### src/rtl/idma_lite_2d_midend_pkg.sv
// Shared types for the 2D iDMA midend: FSM state encoding and default widths.
package idma_lite_2d_midend_pkg;

  localparam int unsigned DefAddrWidth  = 32;
  localparam int unsigned DefTFLenWidth = 32;
  localparam int unsigned DefRepWidth   = 16;

  typedef enum logic {
    IDLE  = 1'b0,
    ISSUE = 1'b1
  } midend_state_e;

endpackage

### src/rtl/idma_lite_2d_midend.sv
// 2D midend: splits one strided 2D job into a sequence of 1D backend requests
// and folds the backend's per-transfer responses into one response per job.
module idma_lite_2d_midend
  import idma_lite_2d_midend_pkg::*;
#(
  parameter int unsigned AddrWidth  = DefAddrWidth,
  parameter int unsigned TFLenWidth = DefTFLenWidth,
  parameter int unsigned RepWidth   = DefRepWidth
) (
  input  logic                  clk_i,
  input  logic                  rst_ni,
  // 2D job request
  input  logic                  nd_req_valid_i,
  output logic                  nd_req_ready_o,
  input  logic [TFLenWidth-1:0] nd_length_i,
  input  logic [AddrWidth-1:0]  nd_src_addr_i,
  input  logic [AddrWidth-1:0]  nd_dst_addr_i,
  input  logic [AddrWidth-1:0]  nd_src_stride_i,
  input  logic [AddrWidth-1:0]  nd_dst_stride_i,
  input  logic [RepWidth-1:0]   nd_num_reps_i,
  // 2D job response
  output logic                  nd_rsp_valid_o,
  input  logic                  nd_rsp_ready_i,
  output logic                  nd_rsp_error_o,
  // 1D request to backend
  output logic                  req_valid_o,
  input  logic                  req_ready_i,
  output logic [TFLenWidth-1:0] req_length_o,
  output logic [AddrWidth-1:0]  req_src_addr_o,
  output logic [AddrWidth-1:0]  req_dst_addr_o,
  output logic                  req_last_o,
  // 1D response from backend
  input  logic                  rsp_valid_i,
  output logic                  rsp_ready_o,
  input  logic                  rsp_error_i,
  input  logic                  rsp_last_i,
  output logic                  busy_o
);

  localparam int unsigned OutWidth = RepWidth + 1;

  typedef struct packed {
    logic [TFLenWidth-1:0] length;
    logic [AddrWidth-1:0]  src_addr;
    logic [AddrWidth-1:0]  dst_addr;
    logic [AddrWidth-1:0]  src_stride;
    logic [AddrWidth-1:0]  dst_stride;
    logic [RepWidth-1:0]   reps_left;
  } job_t;

  midend_state_e        state_q, state_d;
  job_t                 job_q, job_d;
  logic [OutWidth-1:0]  outstanding_q, outstanding_d;
  logic                 err_acc_q, err_acc_d;
  logic                 nd_rsp_valid_q, nd_rsp_valid_d;
  logic                 nd_rsp_error_q, nd_rsp_error_d;

  logic                 last_rep;
  logic                 req_hs;
  logic                 rsp_hs;

  assign last_rep = (job_q.reps_left == RepWidth'(1));
  assign req_hs   = req_valid_o & req_ready_i;
  assign rsp_hs   = rsp_valid_i & rsp_ready_o;

  // ---------------------------------------------------------------------------
  // Issue FSM
  // ---------------------------------------------------------------------------
  // NOTE: every signal driven here gets a default first so that no path
  // leaves it unassigned; otherwise synthesis infers a latch.
  always_comb begin
    state_d        = state_q;
    job_d          = job_q;
    nd_req_ready_o = 1'b0;
    req_valid_o    = 1'b0;

    unique case (state_q)
      IDLE: begin
        nd_req_ready_o = 1'b1;
        if (nd_req_valid_i) begin
          job_d.length     = nd_length_i;
          job_d.src_addr   = nd_src_addr_i;
          job_d.dst_addr   = nd_dst_addr_i;
          job_d.src_stride = nd_src_stride_i;
          job_d.dst_stride = nd_dst_stride_i;
          job_d.reps_left  = (nd_num_reps_i == '0) ? RepWidth'(1) : nd_num_reps_i;
          state_d          = ISSUE;
        end
      end
      ISSUE: begin
        req_valid_o = 1'b1;
        // Payload only moves on a handshake, so a stalled request stays stable.
        if (req_ready_i) begin
          job_d.src_addr  = job_q.src_addr + job_q.src_stride;
          job_d.dst_addr  = job_q.dst_addr + job_q.dst_stride;
          job_d.reps_left = job_q.reps_left - RepWidth'(1);
          if (last_rep) state_d = IDLE;
        end
      end
      default: state_d = IDLE;
    endcase
  end

  assign req_length_o   = job_q.length;
  assign req_src_addr_o = job_q.src_addr;
  assign req_dst_addr_o = job_q.dst_addr;
  assign req_last_o     = (state_q == ISSUE) & last_rep;

  // ---------------------------------------------------------------------------
  // Response aggregation
  // ---------------------------------------------------------------------------
  assign rsp_ready_o = ~nd_rsp_valid_q | nd_rsp_ready_i;

  always_comb begin
    outstanding_d  = outstanding_q;
    err_acc_d      = err_acc_q;
    nd_rsp_valid_d = nd_rsp_valid_q;
    nd_rsp_error_d = nd_rsp_error_q;

    unique case ({req_hs, rsp_hs})
      2'b10:   outstanding_d = outstanding_q + OutWidth'(1);
      2'b01:   outstanding_d = outstanding_q - OutWidth'(1);
      default: outstanding_d = outstanding_q;
    endcase

    if (nd_rsp_valid_q && nd_rsp_ready_i) nd_rsp_valid_d = 1'b0;

    // A last response may land in the same cycle the old one drains; reload wins.
    if (rsp_hs) begin
      if (rsp_last_i) begin
        nd_rsp_valid_d = 1'b1;
        nd_rsp_error_d = err_acc_q | rsp_error_i;
        err_acc_d      = 1'b0;
      end else begin
        err_acc_d      = err_acc_q | rsp_error_i;
      end
    end
  end

  assign nd_rsp_valid_o = nd_rsp_valid_q;
  assign nd_rsp_error_o = nd_rsp_error_q;
  assign busy_o         = (state_q == ISSUE) | (outstanding_q != '0);

  // ---------------------------------------------------------------------------
  // State registers
  // ---------------------------------------------------------------------------
  // NOTE: sequential state uses non-blocking assignments so every register
  // samples its pre-edge value regardless of statement order.
  always_ff @(posedge clk_i or negedge rst_ni) begin
    if (!rst_ni) begin
      state_q        <= IDLE;
      job_q          <= '0;
      outstanding_q  <= '0;
      err_acc_q      <= 1'b0;
      nd_rsp_valid_q <= 1'b0;
      nd_rsp_error_q <= 1'b0;
    end else begin
      state_q        <= state_d;
      job_q          <= job_d;
      outstanding_q  <= outstanding_d;
      err_acc_q      <= err_acc_d;
      nd_rsp_valid_q <= nd_rsp_valid_d;
      nd_rsp_error_q <= nd_rsp_error_d;
    end
  end

endmodule

### config.mk
export PLATFORM = sky130hd
export DESIGN_NAME = idma_lite_2d_midend
export DESIGN_NICKNAME = d
export VERILOG_FILES = /design/src/rtl/idma_lite_2d_midend_pkg.sv /design/src/rtl/idma_lite_2d_midend.sv
export SDC_FILE = /design/constraint.sdc
export NUM_CORES = 1
export LEC_CHECK = 0
export CORE_ASPECT_RATIO = 0.6
export CORE_UTILIZATION = 30
export CTS_CLUSTER_DIAMETER = 200
export CTS_CLUSTER_SIZE = 25
export DETAILED_ROUTE_END_ITERATION = 16
export GPL_ROUTABILITY_DRIVEN = 0
export HOLD_SLACK_MARGIN = 0.02
export RECOVER_POWER = 50
export SLEW_MARGIN = 10
export SYNTH_ARGS = -nofsm -noshare
export SYNTH_HDL_FRONTEND = slang
export SYNTH_SLANG_ARGS = --single-unit
### constraint.sdc
create_clock -name clk_i -period 4.97 [get_ports clk_i]
set_clock_uncertainty 0.2 [all_clocks]
set_input_delay 0.994 -clock clk_i [delete_from_list [all_inputs] [get_ports clk_i]]
set_output_delay 0.994 -clock clk_i [all_outputs]
set_load 0.02 [all_outputs]
==> results of run 1 <==
flip-flops by register name, indices dropped and copies added, names as in the netlist:
name            flops
err_acc_q           1
job_q              80
nd_rsp_error_o      1
nd_rsp_valid_o      1
outstanding_q      17
req_dst_addr_o     32
req_length_o       32
req_src_addr_o     32
state_q             1
cells in the mapped netlist (all sizes together), types with 12 or more instances:
cell type | n | share of area
o21ai | 106 | 0.041
dfrtp | 197 | 0.38
nand4 | 17 | 0.0082
a21oi | 88 | 0.034
o21bai | 16 | 0.0093
xor2 | 39 | 0.026
nand3 | 24 | 0.0097
a22oi | 60 | 0.035
a31oi | 12 | 0.0058
nand2 | 374 | 0.11
a21o | 29 | 0.017
and3 | 12 | 0.0058
ha | 67 | 0.065
inv | 18 | 0.0052
o211ai | 16 | 0.0097
nor4 | 13 | 0.0075
o31ai | 13 | 0.0080
nor3 | 22 | 0.0085
nor2 | 68 | 0.020
buf | 111 | 0.062
clkbuf | 69 | 0.020
xnor2 | 36 | 0.024
power by group:
part	total [uW]	internal, uW	leakage (uW)	switching [uW]
Sequential	2750	2120	0.00243	627
Combinational	4370	1920	0.00439	2450
Clock	1420	725	0.000278	700
placed cells by master, fill, tap and decap left out, drive strengths merged, types with 11 or more instances in the layout:
master	synthesis	routed
xnor2	36	36
nand4	17	17
and2	11	11
a31oi	12	12
buf	111	11
xor2	39	39
o31ai	13	13
and3	12	12
nand3	24	24
dlygate4sd3	0	27
nor3	22	22
a22oi	60	60
nor4	13	13
o21bai	16	16
a21oi	88	88
dfrtp	197	197
inv	18	23
o21ai	106	106
a21o	29	29
clkbuf	69	22
ha	67	67
nand2	374	374
clkdlybuf4s50	0	258
nor2	68	68
o211ai	16	16
worst min-delay path by stage:
stage	startpoint	end	slack [ps]	depth (start not counted)
final	req_length_o[18]	req_length_o[18]	280	2
after global routing	req_length_o[14]	req_length_o[14]	300	2
after CTS	outstanding_q[16]	outstanding_q[16]	280	1
after detailed placement	req_length_o[14]	req_length_o[14]	260	2
after global placement	req_length_o[5]	req_length_o[5]	260	2
after floorplan	outstanding_q[16]	outstanding_q[16]	250	1
worst max-delay path, delay by kind of cell:
family                     cells  cell delay (ps)
xor gates and xnor gates       1              170
AOI/OAI and AO/OA              4              840
adders and majority gates      1              270
and+or+nand+nor                2              520
buffers and inverters          3             1480
stage by stage:
step,hold WS [ps],instances
final,275,2263
after global routing,304,2263
after CTS,285,2262
after detailed placement,263,2230
after global placement,256,2230
after floorplan,247,1540
metal layers:
metal	vias to the layer above	wire, um	global-route usage
li1	5618	-	-
met1	5641	20000	0.273
met2	470	17000	0.269
met4	0	454	0.0346
met5	-	0	0
met3	27	3120	0.0458
cells by family (layout without fill, tap and decap cells):
group	after synthesis	count (layout)	share of synthesized area
adder cells (fa/ha/maj)	69	69	0.0681
buffers and inverters	199	351	0.0875
AND/OR/NAND/NOR	584	584	0.199
flip-flops	197	197	0.382
XOR/XNOR	75	75	0.0509
AO/OA/AOI/OAI	407	407	0.206
multiplexers	9	9	0.00708
other	0	1	0
cell type report:
type | instances | area, um^2
Multi-Input combinational cell | 1144 | 6860
Sequential cell | 197 | 4930
Antenna cell | 1 | 2.50
Timing Repair Buffer | 300 | 2980
Tap cell | 570 | 713
Fill cell | 4280 | 26000
Clock inverter | 13 | 141
Clock buffer | 19 | 443
Inverter | 19 | 71.3
==> results.py, run 1 <==
metrics = {
    "timing": {
        "hold_viol": 0,
        "fmax_mhz": 239,
        "rsz0062_at_grt": "no",
        "layout_setup_ws_ps": 786,
        "drv_slew": 246,
        "finalSetupTns_ps": 0,
        "slew-limit-headroom": -1.19,
        "worst_slew_pin_slew_ps": 3280,
        "finalWorstPathRequiredPeriod_ps": 4180,
        "finalSetupViolCount": 0,
        "layout_worst_path_cycle_share": 0.842,
    },
    "power": {
        "power.total_uw": 8550,
        "power.leakage_uw": 0.00710,
        "peakVddDrop_uv": 220,
        "power.density_nw_per_um2": 530,
    },
    "critical_path": {
        "crit_start": "rsp_valid_i",
        "required_ps": 5090,
        "rr_startpoint": "state_q",
        "cp_max_fo": 28,
        "crit_slowest_cell": "dlygate4sd3_1",
        "worstRegToRegCells": 11,
        "reg2reg_slack_ps": 1410,
        "r2r-end": "outstanding_q[15]",
        "endpoint_kind": "flop",
        "cp_cell_sequence": "dlygate4sd3_1 -> and2_0 -> ha_1 -> buf_4 -> clkinv_1 -> a31o_2 -> a22oi_1 -> o21ai_0 -> nor3_1 -> a211oi_1 -> xor2_1",
        "arrival_ps": 4310,
        "cp_slowest_stage_delay_ps": 650,
        "crit_end": "outstanding_q[15]",
        "worstSetupPathType": "in2reg",
        "start_kind": "primary input",
    },
    "finish": {
        "fin_nets": 1932,
        "area_growth_syn_to_layout_pct": 25.1,
        "drive_above_1_share": 0.0384,
        "postLayoutCoreUtil": 0.383,
        "final_area_um2": 16100,
    },
    "logic_synthesis": {
        "syn_inst": 1540,
        "syn_avg_cell_area_um2": 8.38,
        "synth_top_flop_cell": "dfrtp_1",
        "synth_seq_area_share": 0.382,
        "yosysUniqueCellTypes": 82,
        "yosysWarnings": 0,
        "synth_area_um2": 12900,
        "synth_seq_cells": 197,
        "ys_async_sr_fraction": 1.00,
        "synthesis.nets": 1793,
        "synth_edf_count": 0,
    },
    "drt": {
        "wl_um": 40600,
        "ant_nets": 0,
        "wl_per_cell_um": 17.9,
        "vias": 11800,
        "drtIter0Drc": 898,
        "viasPerCell": 5.19,
        "drc": 0,
        "dr.pass1.iters": 5,
    },
    "floorplanning": {
        "io-pin-count": 287,
        "dieArea_um2": 43900,
        "rows": 58,
        "start_util": 0.306,
        "fp.dieH_um": 163,
        "fp.dieW_um": 270,
        "core_um2": 42200,
    },
    "clocking": {
        "clk_pin_slew_ps": 80,
        "clk_latency_ps": 440,
        "cts_setup_buffers": 0,
        "ctsResizeCount": 0,
        "numCtsBuffers": 17,
        "cts_buffer_depth": 2,
        "cts_hold_buf": 0,
        "root_buffer": "clkbuf_16",
        "cts.sinks": 197,
        "htreeDepth": 4,
        "tritoncts": "built",
    },
    "grt": {
        "grt_max_degree": 174,
        "grt_pass1_vias": 11300,
        "antenna_found_initial": 1,
        "grt_pass1_wl_um": 64100,
        "overflow": 0,
        "grt_use_total": 0.184,
    },
    "worst_hold_path": {
        "hold_class": "reg2reg",
    },
    "outcome": {
        "status": "complete, but fails checks",
        "violations": "capacitance limit, slew limit",
    },
    "placed_design": {
        "dp_hpwl_um": 29900,
        "port_buffers": 286,
        "pre_cts_ws_ps": 519,
        "dpl_cell_area_um2": 15600,
    },
    "run": {
        "cap_viol_max_count": 2,
    },
}
Note: power is estimated with default switching activity, not from simulation.
==> inputs of run 2 (changes only) <==
==> constraint.sdc (replaced) <==
create_clock -name clk_i -period 3.4 [get_ports clk_i]
set_clock_uncertainty 0.2 [all_clocks]
set_input_delay 0.68 -clock clk_i [delete_from_list [all_inputs] [get_ports clk_i]]
set_output_delay 0.68 -clock clk_i [all_outputs]
set_load 0.02 [all_outputs]
==> run 2 against run 1 <==
  * The run still ends with capacitance limit, slew limit left
  * Worst setup slack worse by 640 ps
  * Worst hold slack worse by 3.3 ps
  * Register-to-register slack worse by 1300 ps
  * Critical path type unchanged
  * Critical endpoint is now outstanding_q[9]
  * Highest routed layer is now met5
==> results.py, run 2 (synthesis results as in run 1) <==
metrics = {
    "outcome": {
        "status": "complete, but fails checks",
        "violations": "capacitance limit, slew limit",
    },
    "critical_path": {
        "critPathTopFamily": "simple AND/OR/NAND/NOR gates",
        "cp_slowest_stage_delay_ps": 450,
        "cp_cell_sequence": "clkdlybuf4s50_1 -> nand2b_1 -> and2_0 -> ha_4 -> ha_1 -> and2_1 -> nor4b_2 -> a221oi_4 -> and2b_1 -> mux2i_1 -> a21oi_1 -> xor2_1",
        "r2r-end": "req_src_addr_o[26]",
        "endpoint_kind": "flop",
        "start_kind": "primary input",
        "rr_startpoint": "req_src_addr_o[0]",
        "crit_slowest_cell": "clkdlybuf4s50_1",
        "worstRegToRegCells": 10,
        "path_buf_inv": 1,
        "arrival_ps": 3390,
        "cp_max_fo": 15,
        "worstSetupPathType": "in2reg",
        "required_ps": 3540,
        "reg2reg_slack_ps": 160,
    },
    "worst_hold_path": {
        "hold_depth": 1,
        "holdCritStartpoint": "outstanding_q[16]",
        "min_to": "outstanding_q[16]",
        "hold_class": "reg2reg",
    },
    "power": {
        "power.density_nw_per_um2": 775,
        "peakVddDrop_uv": 290,
        "power.leakage_uw": 0.00728,
        "power.total_uw": 12800,
    },
    "drt": {
        "drc": 0,
        "vias": 12000,
        "drtIter0Drc": 1018,
        "viasPerCell": 5.20,
        "wl_per_cell_um": 18.0,
        "ant_nets": 0,
        "wl_um": 41400,
        "dr.pass1.iters": 6,
    },
    "timing": {
        "slew-limit-headroom": -0.143,
        "hold_viol": 0,
        "rsz0062_at_grt": "yes",
        "fmax_mhz": 307,
        "worst_slew_pin_slew_ps": 1720,
        "finalSetupViolCount": 0,
        "finalSetupTns_ps": 0,
        "drv_slew": 65,
        "hold-worst-slack_ps": 272,
        "layout_worst_path_cycle_share": 0.957,
        "finalWorstPathRequiredPeriod_ps": 3260,
    },
    "finish": {
        "layout.cells.non_filler": 2301,
        "fin_nets": 1970,
        "layout_common_cells": "nand2_1, clkdlybuf4s50_1, dfrtp_1",
        "drive_above_1_share": 0.0671,
        "final_common_cell": "nand2_1",
        "largest_reg_flops": 80,
        "regMostFlops": "job_q",
        "final_area_um2": 16500,
        "area_growth_syn_to_layout_pct": 28.2,
    },
    "grt": {
        "overflow": 0,
        "grt_pass1_vias": 11700,
        "antenna_found_initial": 2,
        "grt_use_total": 0.188,
        "grt_max_degree": 130,
        "grt_pass1_wl_um": 65700,
    },
    "floorplanning": {
        "start_util": 0.306,
        "fp.dieH_um": 163,
        "fp.dieW_um": 270,
        "rows": 58,
        "io-pin-count": 287,
        "dieArea_um2": 43900,
        "core_um2": 42200,
    },
    "clocking": {
        "tritoncts": "built",
        "root_buffer": "clkbuf_16",
        "clk_pin_slew_ps": 90,
        "numCtsBuffers": 17,
        "cts_hold_buf": 0,
        "clk_latency_ps": 450,
        "htreeDepth": 4,
        "cts.sinks": 197,
        "cts_buffer_depth": 2,
        "cts_setup_buffers": 0,
    },
    "placed_design": {
        "port_buffers": 286,
        "dpl_cell_area_um2": 16000,
        "dp_hpwl_um": 30800,
        "dp.cells": 2268,
    },
    "run": {
        "cap_viol_max_count": 1,
    },
}
## run 2: what timing repair did
item | CTS | global route
endpoints found under the setup margin | 2 | 16
pin swaps | 0 | 1
cloned | 0 | 0
resized for setup | 6 | 5
## run 2: metal layers
metal	GRT usage	share of wire
met5	0	0.00027
met4	0.0509	0.022
met3	0.0436	0.068
met2	0.277	0.42
met1	0.274	0.49
## run 2: worst max-delay path by stage
stage | slack [ps] | to | depth (start not counted) | start
6_report | 140 | outstanding_q[9] | 12 | nd_rsp_ready_i
5_1_grt | -30 | outstanding_q[13] | 12 | nd_rsp_ready_i
4_1_cts | 20 | req_last_o | 6 | job_q[8]
3_5_place_dp | -320 | outstanding_q[9] | 12 | nd_rsp_ready_i
3_3_place_gp | -260 | outstanding_q[9] | 12 | nd_rsp_ready_i
2_1_floorplan | -290 | outstanding_q[16] | 21 | req_ready_i
## run 2: final cells by class
cell class              instances  area, um^2
fillers                      4231       25600
multi-input cells            1144        6940
flip-flops and latches        197        4930
repair buffers                338        3280
well taps                     570         713
clock buffers                  17         425
clock inverters                15         186
inverters                      19        73.8
diodes                          1        2.50
## run 2: stage by stage
step | setup slack, ps | utilization
2_1_floorplan | -289 | -
3_3_place_gp | -264 | 0.379
3_5_place_dp | -324 | 0.379
4_1_cts | 22.1 | 0.393
5_1_grt | -27.2 | 0.392
6_report | 145 | 0.392
## run 2: power breakdown
| group | internal, uW | switching, uW |
|---|---|---|
| sequential | 3110 | 832 |
| clock | 1130 | 1070 |
| combinational | 2970 | 3710 |
==> inputs of run 3 (changes only) <==
--- a/config.mk
+++ b/config.mk
@@ -5,7 +5,6 @@
 export SDC_FILE = /design/constraint.sdc
 export NUM_CORES = 1
 export LEC_CHECK = 0
-export CORE_ASPECT_RATIO = 0.6
 export CORE_UTILIZATION = 30
 export CTS_CLUSTER_DIAMETER = 200
 export CTS_CLUSTER_SIZE = 25
==> run 3 against run 2 <==
  * The flow still finishes with violations (capacitance limit, slew limit)
  * Combinational power shrank 2%
  * Critical path depth shrank 2
  * Sequential cell count is the same
  * Core utilization shrank 0.18 points
  * Register-to-register slack gained 30 ps
  * First-iteration DRC count shrank 19%
  * Largest cell class unchanged
==> results.py, run 3 (synthesis results as in run 1) <==
metrics = {
    "outcome": {
        "status": "complete, but fails checks",
        "violations": "capacitance limit, slew limit",
    },
    "critical_path": {
        "worstSetupPathType": "reg2reg",
        "cp_slowest_stage_delay_ps": 440,
        "required_ps": 3530,
        "path_common_cell": "a31o_2",
        "worstRegToRegCells": 10,
        "endpoint_kind": "flop",
        "rr_startpoint": "req_src_addr_o[0]",
        "crit_slowest_cell": "fa_1",
        "cp_cell_sequence": "ha_1 -> fa_1 -> a211o_1 -> o211ai_1 -> o2111ai_1 -> a31o_2 -> a31o_2 -> a41oi_2 -> xor2_1 -> o21ai_0",
        "arrival_ps": 3340,
        "crit_end": "req_src_addr_o[30]",
        "cp_max_fo": 3,
        "start_kind": "flop",
        "crit_start": "req_src_addr_o[0]",
        "r2r-end": "req_src_addr_o[30]",
        "reg2reg_slack_ps": 190,
    },
    "grt": {
        "antenna_found_initial": 6,
        "grt_use_total": 0.183,
        "grt_max_degree": 110,
        "grt_pass1_vias": 11900,
        "overflow": 0,
        "grt_pass1_wl_um": 63900,
    },
    "finish": {
        "final_area_um2": 16500,
        "final_common_cell": "nand2_1",
        "fin_nets": 1968,
        "regMostFlops": "job_q",
        "final.fill_count": 4267,
        "largest_reg_flops": 80,
        "area_growth_syn_to_layout_pct": 27.8,
        "layout.cells.non_filler": 2271,
        "drive_above_1_share": 0.0683,
        "layout_common_cells": "nand2_1, clkdlybuf4s50_1, dfrtp_1",
    },
    "placed_design": {
        "dp_hpwl_um": 29500,
        "port_buffers": 286,
        "dpl_cell_area_um2": 15900,
        "dp.cells": 2235,
        "pre_cts_ws_ps": -143,
    },
    "power": {
        "peakVddDrop_uv": 337,
        "power.leakage_uw": 0.00726,
        "seqPwrFrac": 0.308,
        "power.switching_uw": 5450,
        "power.total_uw": 12700,
        "power.density_nw_per_um2": 771,
        "combPwrFrac": 0.518,
        "pwr-share-clk": 0.174,
        "switching_share": 0.429,
        "p_int_uw": 7260,
    },
    "clocking": {
        "clk_pin_slew_ps": 80,
        "clk_latency_ps": 460,
        "cts.sinks": 197,
        "cts_setup_buffers": 0,
        "tritoncts": "built",
        "htreeDepth": 4,
        "numCtsBuffers": 17,
        "cts_hold_buf": 0,
        "cts_buffer_depth": 2,
        "root_buffer": "clkbuf_16",
    },
    "drt": {
        "vias": 11800,
        "wl_um": 39800,
        "wl_per_cell_um": 17.5,
        "drtIter0Drc": 820,
        "viasPerCell": 5.18,
        "ant_nets": 0,
        "drc": 0,
        "dr.pass1.iters": 5,
    },
    "timing": {
        "drv_slew": 73,
        "slew-limit-headroom": -0.273,
        "worst_slew_pin_slew_ps": 1910,
        "finalSetupViolCount": 0,
        "layout_worst_path_cycle_share": 0.945,
        "hold_viol": 0,
        "finalWorstPathRequiredPeriod_ps": 3210,
        "layout_setup_ws_ps": 188,
        "fmax_mhz": 311,
        "rsz0062_at_grt": "no",
    },
    "floorplanning": {
        "fp.dieW_um": 209,
        "rows": 75,
        "fp.dieH_um": 209,
        "io-pin-count": 287,
        "core_um2": 42200,
        "dieArea_um2": 43800,
        "start_util": 0.306,
    },
    "run": {
        "cap_viol_max_count": 1,
    },
    "worst_hold_path": {
        "hold_class": "reg2reg",
    },
}
run 3: worst min path at each step:
stage,from,endpoint,slack (ps),depth (start not counted)
global placement,req_length_o[20],req_length_o[20],260,2
finish,req_length_o[3],req_length_o[3],270,2
floorplan,rst_ni,err_acc_q,180,0
global route,outstanding_q[16],outstanding_q[16],300,1
CTS,rst_ni,req_length_o[18],50,1
detailed placement,req_length_o[26],req_length_o[26],260,2
run 3: power groups by stage:
stage               registers (uW)  clock network, uW  logic (uW)
CTS                           3910               2300        6560
floorplan                     3610                  0        5040
global route                  4040               2380        7270
global placement              3920                  0        6430
detailed placement            3940                  0        6510
finish                        3910               2210        6580
run 3: timing repair:
item / CTS / global route
hold endpoints to repair: 0 / 0
setup endpoints to repair: 2 / 8
gates cloned: 0 / 0
resized for setup: 5 / 9
run 3: stage by stage:
step           utilization  hold slack [ps]  setup TNS (ps)
6_report             0.391              275               0
4_1_cts              0.392             52.4               0
5_1_grt              0.390              295               0
2_1_floorplan            -              184           -1470
3_5_place_dp         0.377              262            -783
3_3_place_gp         0.377              257            -408
run 3: metal layers:
metal / track usage / wire (um) / vias to the layer above
li1: - / - / 5700
met1: 0.246 / 18000 / 5643
met2: 0.287 / 17900 / 365
met3: 0.0548 / 3100 / 47
met4: 0.0497 / 688 / 6
met5: 0 / 37 / -
run 3: cell type report:
class / instances / area, um^2 / area share
clock inverter: 14 / 185 / 0.0112
antenna: 4 / 10.0 / 0.000607
timing repair buffer: 336 / 3230 / 0.196
sequential: 197 / 4930 / 0.299
multi-input combinational: 1144 / 6950 / 0.421
clock buffer: 18 / 439 / 0.0266
inverter: 19 / 73.8 / 0.00448
tap: 539 / 674 / 0.0409
run 3: worst max-delay path: cells and delay by family (launching register included):
| family | cells | cell delay (ps) |
|---|---|---|
| flops | 1 | 400 |
| fa+ha+maj | 2 | 690 |
| xor+xnor | 1 | 160 |
| compound gates | 7 | 1640 |
